### src/rtl/stopwatch_pkg.sv
// Shared state encoding for the stopwatch button/mode sequencer.
// The codes are visible on the state port, so keep them stable.
package stopwatch_pkg;

  localparam int STATE_W = 3;

  localparam logic [STATE_W-1:0] ST_IDLE = 3'd0;
  localparam logic [STATE_W-1:0] ST_RUN  = 3'd1;
  localparam logic [STATE_W-1:0] ST_LAP  = 3'd2;
  localparam logic [STATE_W-1:0] ST_STOP = 3'd3;
  localparam logic [STATE_W-1:0] ST_DONE = 3'd4;
  localparam logic [STATE_W-1:0] ST_CLR  = 3'd5;

  typedef enum logic [STATE_W-1:0] {
    S_IDLE = ST_IDLE,
    S_RUN  = ST_RUN,
    S_LAP  = ST_LAP,
    S_STOP = ST_STOP,
    S_DONE = ST_DONE,
    S_CLR  = ST_CLR
  } state_e;

endpackage

### src/rtl/stopwatch_ctrl_fsm_btn_debounce.sv
// Raw push button conditioning: 2-FF synchroniser, stability debounce and
// a one-cycle press pulse on each debounced 0->1 transition.
module btn_debounce #(
  parameter int DEBOUNCE_CYCLES = 1_000_000,
  parameter int DB_W            = 20
) (
  input  logic clk,
  input  logic rst,
  input  logic btn,
  output logic press
);

  localparam logic [DB_W-1:0] CNT_LAST = DB_W'(DEBOUNCE_CYCLES - 1);

  logic [1:0]      sync_r;
  logic [DB_W-1:0] cnt_r;
  logic            stable_r;
  logic            stable_d_r;
  logic            press_r;

  // synchronise, debounce and edge-detect the button
  always_ff @(posedge clk) begin
    if (rst) begin
      sync_r     <= 2'b00;
      cnt_r      <= {DB_W{1'b0}};
      stable_r   <= 1'b0;
      stable_d_r <= 1'b0;
      press_r    <= 1'b0;
    end else begin
      sync_r <= {sync_r[0], btn};
      // any sample agreeing with the stable level restarts the stability window
      if (sync_r[1] != stable_r) begin
        if (cnt_r == CNT_LAST) begin
          stable_r <= sync_r[1];
          cnt_r    <= {DB_W{1'b0}};
        end else begin
          cnt_r <= cnt_r + {{(DB_W-1){1'b0}}, 1'b1};
        end
      end else begin
        cnt_r <= {DB_W{1'b0}};
      end
      stable_d_r <= stable_r;
      press_r    <= stable_r & ~stable_d_r;
    end
  end

  assign press = press_r;

endmodule

### src/rtl/stopwatch_ctrl_fsm.sv
// Stopwatch mode sequencer: debounced buttons and time_out drive the
// run/lap/stop/done/clear state machine and the counter level controls.
module stopwatch_ctrl_fsm
  import stopwatch_pkg::*;
#(
  parameter int DEBOUNCE_CYCLES = 1_000_000,
  parameter int DB_W            = 20,
  parameter int CLR_TICKS       = 2
) (
  input  logic               clk_100mhz,
  input  logic               rst,
  input  logic               tick_100hz,
  input  logic               btn_start,
  input  logic               btn_lap,
  input  logic               btn_clear,
  input  logic               time_out,
  output logic               sw_en,
  output logic               pause,
  output logic               clear,
  output logic [STATE_W-1:0] state
);

  localparam int CT_W = (CLR_TICKS > 1) ? $clog2(CLR_TICKS) : 1;
  localparam logic [CT_W-1:0] CT_LAST = CT_W'(CLR_TICKS - 1);

  logic start_evt_s, lap_evt_s, clear_evt_s, to_evt_s;
  logic start_act_s, lap_act_s, to_act_s;
  logic [1:0] to_sync_r;
  logic       to_prev_r;
  state_e     state_r, state_n_s;
  logic [CT_W-1:0] clr_cnt_r, clr_cnt_n_s;
  logic sw_en_r, pause_r, clear_r;

  btn_debounce #(.DEBOUNCE_CYCLES(DEBOUNCE_CYCLES), .DB_W(DB_W)) u_db_start (
    .clk(clk_100mhz), .rst(rst), .btn(btn_start), .press(start_evt_s));
  btn_debounce #(.DEBOUNCE_CYCLES(DEBOUNCE_CYCLES), .DB_W(DB_W)) u_db_lap (
    .clk(clk_100mhz), .rst(rst), .btn(btn_lap), .press(lap_evt_s));
  btn_debounce #(.DEBOUNCE_CYCLES(DEBOUNCE_CYCLES), .DB_W(DB_W)) u_db_clear (
    .clk(clk_100mhz), .rst(rst), .btn(btn_clear), .press(clear_evt_s));

  assign to_evt_s = to_sync_r[1] & ~to_prev_r;

  // one event per cycle: clear > time_out > start > lap
  assign to_act_s    = to_evt_s & ~clear_evt_s;
  assign start_act_s = start_evt_s & ~clear_evt_s & ~to_evt_s;
  assign lap_act_s   = lap_evt_s & ~clear_evt_s & ~to_evt_s & ~start_evt_s;

  // next-state and CLR tick counting
  always_comb begin
    state_n_s   = state_r;
    clr_cnt_n_s = clr_cnt_r;
    if (clear_evt_s) begin
      state_n_s   = S_CLR;
      clr_cnt_n_s = {CT_W{1'b0}};
    end else begin
      case (state_r)
        S_IDLE: begin
          if (start_act_s) state_n_s = S_RUN;
          else             state_n_s = S_IDLE;
        end
        S_RUN: begin
          if (to_act_s)         state_n_s = S_DONE;
          else if (start_act_s) state_n_s = S_STOP;
          else if (lap_act_s)   state_n_s = S_LAP;
          else                  state_n_s = S_RUN;
        end
        S_LAP: begin
          if (to_act_s)         state_n_s = S_DONE;
          else if (start_act_s) state_n_s = S_STOP;
          else if (lap_act_s)   state_n_s = S_RUN;
          else                  state_n_s = S_LAP;
        end
        S_STOP: begin
          if (start_act_s) state_n_s = S_RUN;
          else             state_n_s = S_STOP;
        end
        S_DONE: state_n_s = S_DONE;
        S_CLR: begin
          if (tick_100hz) begin
            if (clr_cnt_r == CT_LAST) begin
              state_n_s   = S_IDLE;
              clr_cnt_n_s = {CT_W{1'b0}};
            end else begin
              state_n_s   = S_CLR;
              clr_cnt_n_s = clr_cnt_r + {{(CT_W-1){1'b0}}, 1'b1};
            end
          end else begin
            state_n_s = S_CLR;
          end
        end
        default: begin
          state_n_s   = S_IDLE;
          clr_cnt_n_s = {CT_W{1'b0}};
        end
      endcase
    end
  end

  // state, time_out conditioning and outputs decoded from the next state
  always_ff @(posedge clk_100mhz) begin
    if (rst) begin
      state_r   <= S_IDLE;
      clr_cnt_r <= {CT_W{1'b0}};
      to_sync_r <= 2'b00;
      to_prev_r <= 1'b0;
      sw_en_r   <= 1'b0;
      pause_r   <= 1'b0;
      clear_r   <= 1'b0;
    end else begin
      state_r   <= state_n_s;
      clr_cnt_r <= clr_cnt_n_s;
      to_sync_r <= {to_sync_r[0], time_out};
      to_prev_r <= to_sync_r[1];
      sw_en_r   <= (state_n_s == S_RUN) || (state_n_s == S_LAP);
      pause_r   <= (state_n_s == S_LAP);
      clear_r   <= (state_n_s == S_CLR);
    end
  end

  assign sw_en = sw_en_r;
  assign pause = pause_r;
  assign clear = clear_r;
  assign state = state_r;

endmodule

### config.mk
export PLATFORM = sky130hd
export DESIGN_NAME = stopwatch_ctrl_fsm
export DESIGN_NICKNAME = d
export VERILOG_FILES = /design/src/rtl/stopwatch_pkg.sv /design/src/rtl/stopwatch_ctrl_fsm_btn_debounce.sv /design/src/rtl/stopwatch_ctrl_fsm.sv
export SDC_FILE = /design/constraint.sdc
export NUM_CORES = 1
export LEC_CHECK = 0
export CAP_MARGIN = 40
export CORE_MARGIN = 5
export CORE_UTILIZATION = 56
export DETAILED_ROUTE_END_ITERATION = 8
export PLACE_DENSITY_LB_ADDON = 0.15
export REMOVE_ABC_BUFFERS = 1
export SLEW_MARGIN = 5
export SYNTH_ARGS = -nofsm -noshare
export SYNTH_HDL_FRONTEND = slang
export SYNTH_SLANG_ARGS = --single-unit
### constraint.sdc
create_clock -name clk_100mhz -period 2.45 [get_ports clk_100mhz]
set_clock_uncertainty 0.2 [all_clocks]
set_input_delay 0.3675 -clock clk_100mhz [delete_from_list [all_inputs] [get_ports clk_100mhz]]
set_output_delay 0.3675 -clock clk_100mhz [all_outputs]
set_load 0.02 [all_outputs]
==> flow_summary_export.csv, run 1 <==
group,metric,value,unit
route,vias,2481,
yosys,syn_area,3470,µm²
flow_run,max_cap_viol_count,0,
yosys,synth.area.top_cells,"dfxtp_1 49%, xor2_1 11%, nor2_1 8.3%, nand3_1 4.0%, xnor2_1 3.3%",
global_route,grtUsageTotal,15.8,%
route,ant_nets,0,
place,place.gp.congestion,0.806,
sta,fmax,469,MHz
finish,nets,408,
yosys,synth_top_area_share,49.0,%
sta,worst_slew_pin_slew,0.668,ns
place,port_buffers,12,
finish,area_growth,11.8,%
yosys,yosys.area.top_type,"dfxtp_1",
cts,holdBufCountCts,0,
setup_path,path_cells,"ha_1, nand3_1, nor3_1, or3_1, nor2_1",
sta,setup_viol,0,
cts,cts.sinks,85,
place,place_ws,0.223,ns
place,dp.final_hpwl,3710,µm
yosys,async_flop_share,0,%
sta,timing.slew.headroom,55.0,%
floorplanning,num_rows,28,
finish,diodes,0,
setup_path,cp-start-kind,"register",
setup_path,max_stage_delay,0.57,ns
run_status,outcome,"complete, no violations",
setup_path,slowest_stage,"or3_1",
cts,clockBufferDepth,2,
cts,path_clk_slew,0.08,ns
route,wirelength,5500,µm
setup_path,path_buf_inv,0,
yosys,synth.distinct_cells,37,
sta,rsz0062_at_grt,"no",
finish,regArea,1700,µm²
route,drt_iter0_drc,37,
global_route,grt-ovfl-total,0,
sta,drv_slew,0,
floorplanning,initial_core_util,58.0,%
yosys,ys_ff_latch,85,
sta,setup_slack,0.317,ns
yosys,seq_area_frac_synth,49.0,%
route,drcViolationCount,0,
yosys,synthTopCellsByCount,"85 x dfxtp_1, 77 x nor2_1, 44 x xor2_1",
finish,fin_util,64.8,%
cts,clock-root-buffer,"clkbuf_8",
cts,htreeDepth,3,
setup_path,crit_family,"simple AND/OR/NAND/NOR gates",
pwr,p_leak,1.32,nW
sta,finalCritPeriodShare,87.1,%
floorplanning,ios,13,
sta,hold_viol,0,
cts,insertion_delay,0.35,ns
global_route,grt_pass1_wl,9950,µm
yosys,synth.most_common_cell,"dfxtp_1",
sta,finalSetupTns,0,ns
global_route,first_global_vias,2357,
yosys,ys.flop_type,"dfxtp_1",
cts,numCtsBuffers,9,
yosys,synth_edf_count,0,
route,first_pass_iters,4,
pwr,power.density,647,nW/µm²
global_route,grt_max_degree,21,
global_route,antenna_found_initial,0,
pwr,vdd_drop_max,0.402,mV
setup_path,cp.required,2.46,ns
sta,fin_crit,2.13,ns
floorplanning,die_h,88.8,µm
floorplanning,core,5990,µm²
setup_path,cp.arrival,2.15,ns
cts,cts_tree,"done",
finish,drive_gt1_share,6.45,%
setup_path,critPathKind,"reg2reg",
finish,multi_input_area,1680,µm²
route,wl_per_cell,11.5,µm
worst_hold_path,hp-class,"reg2reg",
yosys,synth_warnings,0,
setup_path,cp_max_fo,20,
route,viasPerCell,5.19,
yosys,syn_inst,381,
finish,fillers,522,
floorplanning,die-area,7880,µm²
setup_path,end_kind,"register",
floorplanning,fp.dieW,88.8,µm
yosys,synth.avg_cell_area,9.12,µm²
[logic make-up (layout without fill, tap and decap cells)]
group,after synthesis,after routing,synth area share [%]
buffers and inverters,18,40,2.70
multiplexers,4,4,1.15
XOR/XNOR,57,57,14.4
adder cells (fa/ha/maj),3,3,1.08
AND/OR/NAND/NOR,201,201,29.3
flip-flops,85,85,49.0
AO/OA/AOI/OAI,13,13,2.41
[per-stage QoR]
step                hold WS, ns  instances  area (µm²)  total power, W
global placement          0.171        462        3650         0.00146
detailed placement        0.178        462        3650         0.00146
floorplan                 0.167        371        3410         0.00144
global route              0.212        478        3880         0.00261
CTS                       0.185        478        3880         0.00255
finish                    0.185        478        3880         0.00251
[path summary, 6_finish.rpt]
| check | start | endpoint | slack [ns] | cells past startpoint |
|---|---|---|---|---|
| max reg2reg | u_db_clear.cnt_r[0] | u_db_clear.cnt_r[12] | 0.32 | 5 |
| min | u_db_lap.stable_d_r | u_db_lap.press | 0.18 | 1 |
| min reg2reg | u_db_lap.stable_d_r | u_db_lap.press | 0.18 | 1 |
| max | u_db_clear.cnt_r[0] | u_db_clear.cnt_r[12] | 0.32 | 5 |
[registers in the layout, indices dropped and copies added (netlist names), 2 cells and up]
signal	count
u_db_clear.cnt_r	20
u_db_lap.cnt_r	20
u_db_start.cnt_r	20
state	3
to_sync_r	2
u_db_clear.sync_r	2
u_db_lap.sync_r	2
u_db_start.sync_r	2
[report_power, final]
group	switching (W)	total [W]	internal (W)
combinational	0.0000191	0.0000373	0.0000182
sequential	0.00000368	0.00139	0.00139
clock	0.000485	0.00108	0.000600
[repair_timing]
item	in CTS	in global routing
setup endpoints to repair	0	2
setup buffers	0	0
gates resized for setup	0	1
[metal layers]
layer  routed length [µm]  vias to the layer above  GRT usage (%)
met5                    0                        -              0
met4                   72                        0           7.83
met3                  197                       10           3.07
met2                 2430                       34           24.8
met1                 2800                     1125           20.7
li1                     -                     1312              -
[final cells by class]
class                      instances  area share (%)
clock inverter                     6            2.22
clock buffer                      10            3.54
timing repair buffer              16            3.87
multi-input combinational        278            43.4
sequential                        85            43.8
tap                               75            2.42
inverter                           8           0.773
[cell usage in the layout, fill, tap and decap left out, drive strengths merged, types with 2 or more instances in the layout]
cell / netlist / final
xor2: 44 / 44
bufinv: 0 / 2
and3: 6 / 6
a211oi: 2 / 2
or3: 4 / 4
nand4: 15 / 15
nand2: 21 / 21
buf: 8 / 4
nor2b: 18 / 18
a21oi: 4 / 4
nor3: 5 / 5
and4: 5 / 5
mux2i: 4 / 4
xnor2: 13 / 13
nand2b: 3 / 3
dfxtp: 85 / 85
and2: 3 / 3
o21ai: 4 / 4
ha: 3 / 3
inv: 8 / 8
clkbuf: 2 / 10
nand3: 29 / 29
clkdlybuf4s50: 0 / 12
nand4b: 2 / 2
nor4: 8 / 8
nor2: 77 / 77
clkinv: 0 / 3
[worst reg2reg max path, stage by stage (launching register included)]
cell,delay (ns)
dfxtp_1,0.41
ha_1,0.25
nand3_1,0.18
nor3_1,0.29
or3_1,0.57
nor2_1,0.11
Power figures use the tool's default switching activity.
==> run 2: changes to the inputs <==
- CAP_MARGIN: 40 -> 0
==> results of run 2 <==
The final DEF is identical to that of run 1; final timing and power are the same.
